<file path="src/rtl/sdpram_stream_writer.sv">
// Write-side front end for the simple dual-port RAM (port A).
// Turns a valid/ready word stream into sequential RAM write strobes starting at a
// programmable base and wrapping at the end of the array. Also offers a zero-sweep
// that clears a region through the RAM's port-A reset.
module sdpram_stream_writer #(
    parameter int unsigned DP = 512,
    parameter int unsigned DW = 8,
    parameter int unsigned AW = $clog2(DP)
) (
    input  logic          CLKA,
    input  logic          rstb,
    input  logic          start,
    input  logic          clear,
    input  logic [AW-1:0] base_addr,
    input  logic [AW:0]   length,
    input  logic          s_valid,
    input  logic [DW-1:0] s_data,
    input  logic          s_last,
    output logic          s_ready,
    output logic          ram_ce,
    output logic          ram_rst,
    output logic [AW-1:0] ram_addr,
    output logic [DW-1:0] ram_din,
    output logic [AW-1:0] wr_ptr,
    output logic [AW:0]   words,
    output logic          busy,
    output logic          done
);

    localparam logic [AW:0]   DpFull   = (AW+1)'(DP);
    localparam logic [AW-1:0] AddrLast = AW'(DP - 1);
    localparam logic [AW-1:0] AddrOne  = AW'(1);
    localparam logic [AW:0]   CntOne   = (AW+1)'(1);

    typedef enum logic [1:0] {StIdle, StFill, StClear} state_e;

    state_e        state_q;
    logic [AW-1:0] addr_q;
    logic [AW:0]   len_q;
    logic [AW:0]   cnt_q;

    logic [AW:0]   base_ext;
    logic [AW:0]   base_mod;
    logic [AW:0]   len_eff;
    logic [AW-1:0] addr_inc;
    logic [AW:0]   cnt_inc;

    // Latch-time normalisation of base/length and the shared address/count advance.
    // base_addr < 2^AW < 2*DP, so a single conditional subtract is a full modulo.
    always_comb begin
        base_ext = {1'b0, base_addr};
        base_mod = (base_ext >= DpFull) ? (base_ext - DpFull) : base_ext;
        len_eff  = ((length == '0) || (length > DpFull)) ? DpFull : length;
        addr_inc = (addr_q == AddrLast) ? '0 : (addr_q + AddrOne);
        cnt_inc  = cnt_q + CntOne;
    end

    assign s_ready = (state_q == StFill);
    assign busy    = (state_q != StIdle);

    // Control FSM; every RAM-facing output is registered so a strobe lands one cycle after
    // its beat is accepted (or its sweep step is taken).
    always_ff @(posedge CLKA) begin
        if (rstb) begin
            state_q  <= StIdle;
            addr_q   <= '0;
            len_q    <= '0;
            cnt_q    <= '0;
            ram_ce   <= 1'b0;
            ram_rst  <= 1'b0;
            ram_addr <= '0;
            ram_din  <= '0;
            wr_ptr   <= '0;
            words    <= '0;
            done     <= 1'b0;
        end else begin
            ram_ce  <= 1'b0;
            ram_rst <= 1'b0;
            done    <= 1'b0;
            case (state_q)
                StIdle: begin
                    if (clear || start) begin
                        // clear wins when both arrive together
                        state_q <= clear ? StClear : StFill;
                        addr_q  <= base_mod[AW-1:0];
                        len_q   <= len_eff;
                        cnt_q   <= '0;
                        words   <= '0;
                    end
                end
                StFill: begin
                    if (s_valid) begin
                        ram_ce   <= 1'b1;
                        ram_addr <= addr_q;
                        ram_din  <= s_data;
                        wr_ptr   <= addr_q;
                        words    <= cnt_inc;
                        addr_q   <= addr_inc;
                        cnt_q    <= cnt_inc;
                        if (s_last || (cnt_inc == len_q)) begin
                            done    <= 1'b1;
                            state_q <= StIdle;
                        end
                    end
                end
                StClear: begin
                    ram_ce   <= 1'b1;
                    ram_rst  <= 1'b1;
                    ram_addr <= addr_q;
                    addr_q   <= addr_inc;
                    cnt_q    <= cnt_inc;
                    if (cnt_inc == len_q) begin
                        done    <= 1'b1;
                        state_q <= StIdle;
                    end
                end
                default: state_q <= StIdle;
            endcase
        end
    end

endmodule

</file>
<file path="config.mk">
export PLATFORM = sky130hd
export DESIGN_NAME = sdpram_stream_writer
export DESIGN_NICKNAME = d
export VERILOG_FILES = /design/src/rtl/sdpram_stream_writer.sv
export SDC_FILE = /design/constraint.sdc
export NUM_CORES = 1
export LEC_CHECK = 0
export BUFFER_PORTS_ARGS = -buffer_cell sky130_fd_sc_hd__buf_2
export CAP_MARGIN = 20
export CORE_MARGIN = 1.5
export CORE_UTILIZATION = 25
export CTS_BUF_LIST = sky130_fd_sc_hd__clkbuf_16
export CTS_CLUSTER_SIZE = 20
export DETAILED_ROUTE_END_ITERATION = 7
export PLACE_DENSITY_LB_ADDON = 0.2
export SLEW_MARGIN = 20
export SYNTH_ARGS = -nofsm -noshare
export SYNTH_HDL_FRONTEND = slang
export SYNTH_SLANG_ARGS = --single-unit
</file>
<file path="constraint.sdc">
create_clock -name CLKA -period 3.22 [get_ports CLKA]
set_input_delay 0.161 -clock CLKA [delete_from_list [all_inputs] [get_ports CLKA]]
set_output_delay 0.161 -clock CLKA [all_outputs]
set_load 0.005 [all_outputs]
</file>
# == After elaboration in Yosys (flattened, before gate mapping) ==
# Index checks and enable logic that the tools add are counted.
# op_classes
div,0
n_reduce_logical,15
n_eq_ne,8
n_mux,24
order_cmp,1
n_mul,0
shift,0
n_bitwise,0
addsub,2
# op_table
op,n
two-way mux 9 bit,4
two-way mux 10 bit,3
case mux 10 bit (3 select lines),1
case mux 9 bit (3 select lines),1
case mux 10 bit (2 select lines),1
case mux 9 bit (2 select lines),1
"adder 10 x 1 -> 10 bit, second input constant",1
== test 10 bit,1
"greater-than comparator 10 bit, second input constant",1
zero test 10 bit,1
two-way mux 2 bit,5
"adder 9 x 1 -> 9 bit, second input constant",1
"== test 9 bit, second input constant",1
"inequality test 2 bit, second input constant",3
case mux 2 bit (3 select lines),1
AND reduction 2 bit,3
AND reduction 3 bit,2
nonzero test 2 bit,3
two-way mux 1 bit,5
case mux 1 bit (2 select lines),2
AND reduction 4 bit,1
logical OR 1 bit,3
nonzero test 3 bit,1
"== test 2 x 1 -> 1 bit, second input constant",1
3 further kinds,3
# word_totals
latch_bits,0
ram_bits,0
rom_bits,0
memories,0
output_inout_bits,41
regBits,70

# == Logic depth before layout (Yosys ltp) ==
# logic_depth
word_depth,6
mapped_depth,11
ltp_nobuf,11

# == Worst setup path before layout ==
# OpenSTA, ideal clock, no wires.
# synth_path
kind,reg-to-reg
from,register state_q[0]
to,register addr_q[2]
arrival_ps,1755
setup_slack_ps,1338
t_required_ps,3092
setup_time_ps,128
stages_incl_launch_ff,9
cell_sequence,dfxtp_1 -> inv_1 -> ha_1 -> nor3b_1 -> a211oi_2 -> clkbuf_1 -> o21ai_0 -> a21oi_1 -> nor2_1
# synth_via
elab_chain_cells,3
word_cells_on_any_way,8
classes_between,4 x eq/ne; 1 x mux; 3 x reduce/logical
# synth_lines
element,line_no,source
from (decl),37,state_e state_q;
from (signal assigned),65,state_q <= StIdle;
from (signal assigned),84,state_q <= clear ? StClear : StFill;
from (signal assigned),102,state_q <= StIdle;
"== test 2 x 1 -> 1 bit, or another cell as far along",80,case (state_q)
inequality test 2 bit (no source line) or nonzero test 3 bit (tied branches),--,
AND reduction 3 bit (no source line),--,
to (signal assigned),85,addr_q <= base_mod[AW-1:0];
to (signal assigned),98,addr_q <= addr_inc;
to (signal assigned),110,addr_q <= addr_inc;
to (decl),38,logic [AW-1:0] addr_q;
# Several ways; a longest one is shown, not always the timed one.
# A chain may end at the register's enable or synchronous reset.

# == Worst setup path in the final report ==
# layout_path
from,register state_q[0]
to,register cnt_q[2]
# layout_via
elab_chain_cells,3
word_cells_on_any_way,8
classes_between,4 x eq/ne; 1 x mux; 3 x reduce/logical
# layout_lines
element,line_no,source
"== test 2 x 1 -> 1 bit, or another cell as far along",80,
inequality test 2 bit (no source line) or nonzero test 3 bit (tied branches),--,
AND reduction 3 bit (no source line),--,
to (signal assigned),99,cnt_q <= cnt_inc;
to (signal assigned),111,cnt_q <= cnt_inc;
to (decl),40,logic [AW:0] cnt_q;
# Several ways; a longest one is shown, not always the timed one.

==> impl_metrics.json <==
{
  "status": "completed",
  "antenna_found_initial": 0,
  "mappedNetlistArea_sq_um": 3420,
  "drive_gt1_frac": 0.196,
  "tns_ns": 0,
  "first_global_vias": 3053,
  "yosys.area.top_type": "dfxtp_1",
  "seq_power_share": 0.403,
  "dpl.hpwl_mm": 7.10,
  "die_x_um": 120,
  "grt_pass1_wl_mm": 16.1,
  "power.switching_w": 0.00104,
  "drcViolationCount": 0,
  "tightestPinTransition_ns": 0.785,
  "cts_sinks": 70,
  "cts_root_buffer": "clkbuf_16",
  "ir_drop_uv": 278,
  "fmax_ghz": 0.418,
  "reg2reg_slack_ns": 0.83,
  "netlist_instances": 437,
  "powerDensity_nw_per_um2": 688,
  "cts_made_buffers": 9,
  "ant_nets": 0,
  "die-height_um": 120,
  "ys_seq_area_frac": 0.410,
  "routed_wl_mm": 9.64,
  "worstSetupPathType": "reg2reg",
  "stdcell_count": 680,
  "crit_start": "state_q[0]$_SDFFE_PP0P_",
  "intPower_w": 0.00181,
  "finalCriticalPeriod_ns": 2.39,
  "finalCritPeriodShare": 0.742,
  "rr_startpoint": "state_q[0]$_SDFFE_PP0P_",
  "cts_tree": "yes",
  "wl_per_cell_um": 14.2,
  "post_cts_resized": 0,
  "required_ns": 3.50,
  "cap_violations": 0,
  "ys_top_cells_by_area": "dfxtp_1 (41%), a21oi_1 (9.1%), nand2_1 (8.8%)",
  "ys_warn_count": 0,
  "postLayoutCoreUtil": 0.312,
  "track_usage": 0.142,
  "setup_viol": 0,
  "synth-async-reset-ratio": 0,
  "arrival_ns": 2.67,
  "fin_skew_ns": 0.00977,
  "r2r_cells": 8,
  "initial_core_util": 0.257,
  "worst-path-max-fanout": 11,
  "finalNetCount": 539,
  "die_area_sq_um": 14400,
  "end_kind": "flop",
  "synth_top_cells_by_count": "nand2_1 (80), dfxtp_1 (70), a21oi_1 (62)",
  "yosysMostFrequentCell": "nand2_1",
  "synth_seq_cells": 70,
  "gp_congestion": 0.850,
  "p_comb_frac": 0.281,
  "worstReg2RegEnd": "cnt_q[2]$_SDFFE_PP0P_",
  "holdPathStages": 3,
  "clkPwrFrac": 0.315,
  "drv_slew": 0,
  "drt_iter0_markers": 178,
  "rsz0062_at_grt": "false",
  "relSlewSlack": 0.477,
  "dp_cells": 664,
  "ctsHoldBuffers": 0,
  "cp-start-kind": "flop",
  "synth_edf_count": 0,
  "hold_start": "s_data[0]",
  "clk_transition_reported_paths_ns": 0.06,
  "clock_latency_ns": 0.34,
  "cts.path.max_buffers": 2,
  "overflow": 0,
  "rows": 42,
  "drt_pass1_iterations": 4,
  "num_vias": 3233,
  "syn_to_final_growth_pct": 21.3,
  "post_cts_buffers": 0,
  "core_area_sq_um": 13300,
  "design_power_total_w": 0.00285,
  "leakagePower_nw": 1.65,
  "min_path_type": "in2reg",
  "netlist.area_leader.share": 0.410,
  "synth.distinct_cells": 50,
  "ys.flop_type": "dfxtp_1",
  "diodes": 0,
  "grt_max_degree": 43,
  "min_to": "ram_din[0]$_SDFFE_PP0P_",
  "vias_per_cell": 4.75,
  "hold_viol_final": 0,
  "synth.avg_cell_area_sq_um": 7.82,
  "port_buffers": 73,
  "synth_nets": 477,
  "ios": 74,
  "h-tree-depth": 3,
  "p_sw_frac": 0.364
}
==> cells in the final DEF, fill, tap and decap left out, types with 2 or more instances in the layout <==
cell type	synthesis	layout
a211oi_1	7	7
a21oi_1	62	62
a22oi_1	10	10
a41oi_1	2	2
and3_1	4	4
buf_2	4	73
buf_4	1	5
clkbuf_16	0	9
clkinv_1	0	3
clkinvlp_4	0	2
dfxtp_1	70	70
ha_1	7	7
inv_1	9	9
nand2_1	80	80
nand2b_1	3	3
nand3_1	7	7
nand3b_1	2	2
nand4_1	4	4
nor2_1	51	51
nor2b_1	3	3
nor3_1	14	14
nor3b_1	11	11
nor4_1	5	5
o21ai_0	15	14
o21ai_1	1	2
o22ai_1	3	3
xnor2_1	12	12
xor2_1	7	7
==> worst max-delay path: stages, from the launching register on <==
cell and delay [ns]:
dfxtp_1 0.41, inv_1 0.09, ha_1 0.28, nor3b_1 0.22
a211oi_2 0.55, nand2_1 0.36, nor3b_1 0.27, a21oi_1 0.06
nor2_1 0.09
==> metal layers <==
layer  vias to the layer above  GRT usage  share of wire
met4                         0     0.0491          0.016
met2                        80      0.210           0.44
li1                       1642          -              -
met1                      1500      0.201           0.50
met3                        11     0.0371          0.046
met5                         -          0              0
==> state kept, by name, summed over array words and instances (netlist names) <==
| name | flops |
|---|---|
| len_q | 10 |
| state_q | 2 |
| addr_q | 9 |
| done | 1 |
| wr_ptr | 9 |
| cnt_q | 10 |
| words | 10 |
| ram_din | 8 |
| ram_addr | 9 |
| ram_rst | 1 |
| ram_ce | 1 |
==> power by group through the flow <==
stage                     Sequential (W)  Combinational (W)  Clock, W
after CTS                        0.00115           0.000807  0.000924
after detailed placement         0.00117           0.000803         0
after global routing             0.00118           0.000912  0.000972
final                            0.00115           0.000801  0.000899
after global placement           0.00116           0.000801         0
after floorplan                  0.00113           0.000559         0
==> metrics by stage <==
stage	area [sq um]	setup slack [ns]	hold WS, ns
after floorplan	3420	1.34	0.297
after global placement	3880	0.852	0.402
after detailed placement	3880	0.813	0.408
after CTS	4150	0.803	0.0422
after global routing	4150	0.560	0.0599
final	4150	0.830	0.0545
==> worst max-delay path by stage <==
stage	cells past startpoint	end
floorplan	8	addr_q[2]$_SDFFE_PP0P_
global placement	8	cnt_q[2]$_SDFFE_PP0P_
detailed placement	8	cnt_q[2]$_SDFFE_PP0P_
CTS	8	cnt_q[2]$_SDFFE_PP0P_
global route	8	cnt_q[2]$_SDFFE_PP0P_
finish	8	cnt_q[2]$_SDFFE_PP0P_
==> cells by family (layout without fill, tap and decap cells) <==
family | after synthesis | after routing | synth area share
simple gates | 193 | 193 | 0.264
compound gates | 110 | 110 | 0.189
flops | 70 | 70 | 0.410
buf+inv | 36 | 103 | 0.0568
xor+xnor | 19 | 19 | 0.0487
fa+ha+maj | 7 | 7 | 0.0256
mux | 2 | 2 | 0.00622
==> area by class of cell <==
type	instances	area [sq um]
fill	1467	9150
multi-input combinational	331	1820
sequential	70	1400
timing repair buffer	78	403
clock buffer	9	225
tap	176	220
clock inverter	7	40.0
inverter	9	33.8
Power figures use the tool's default switching activity.
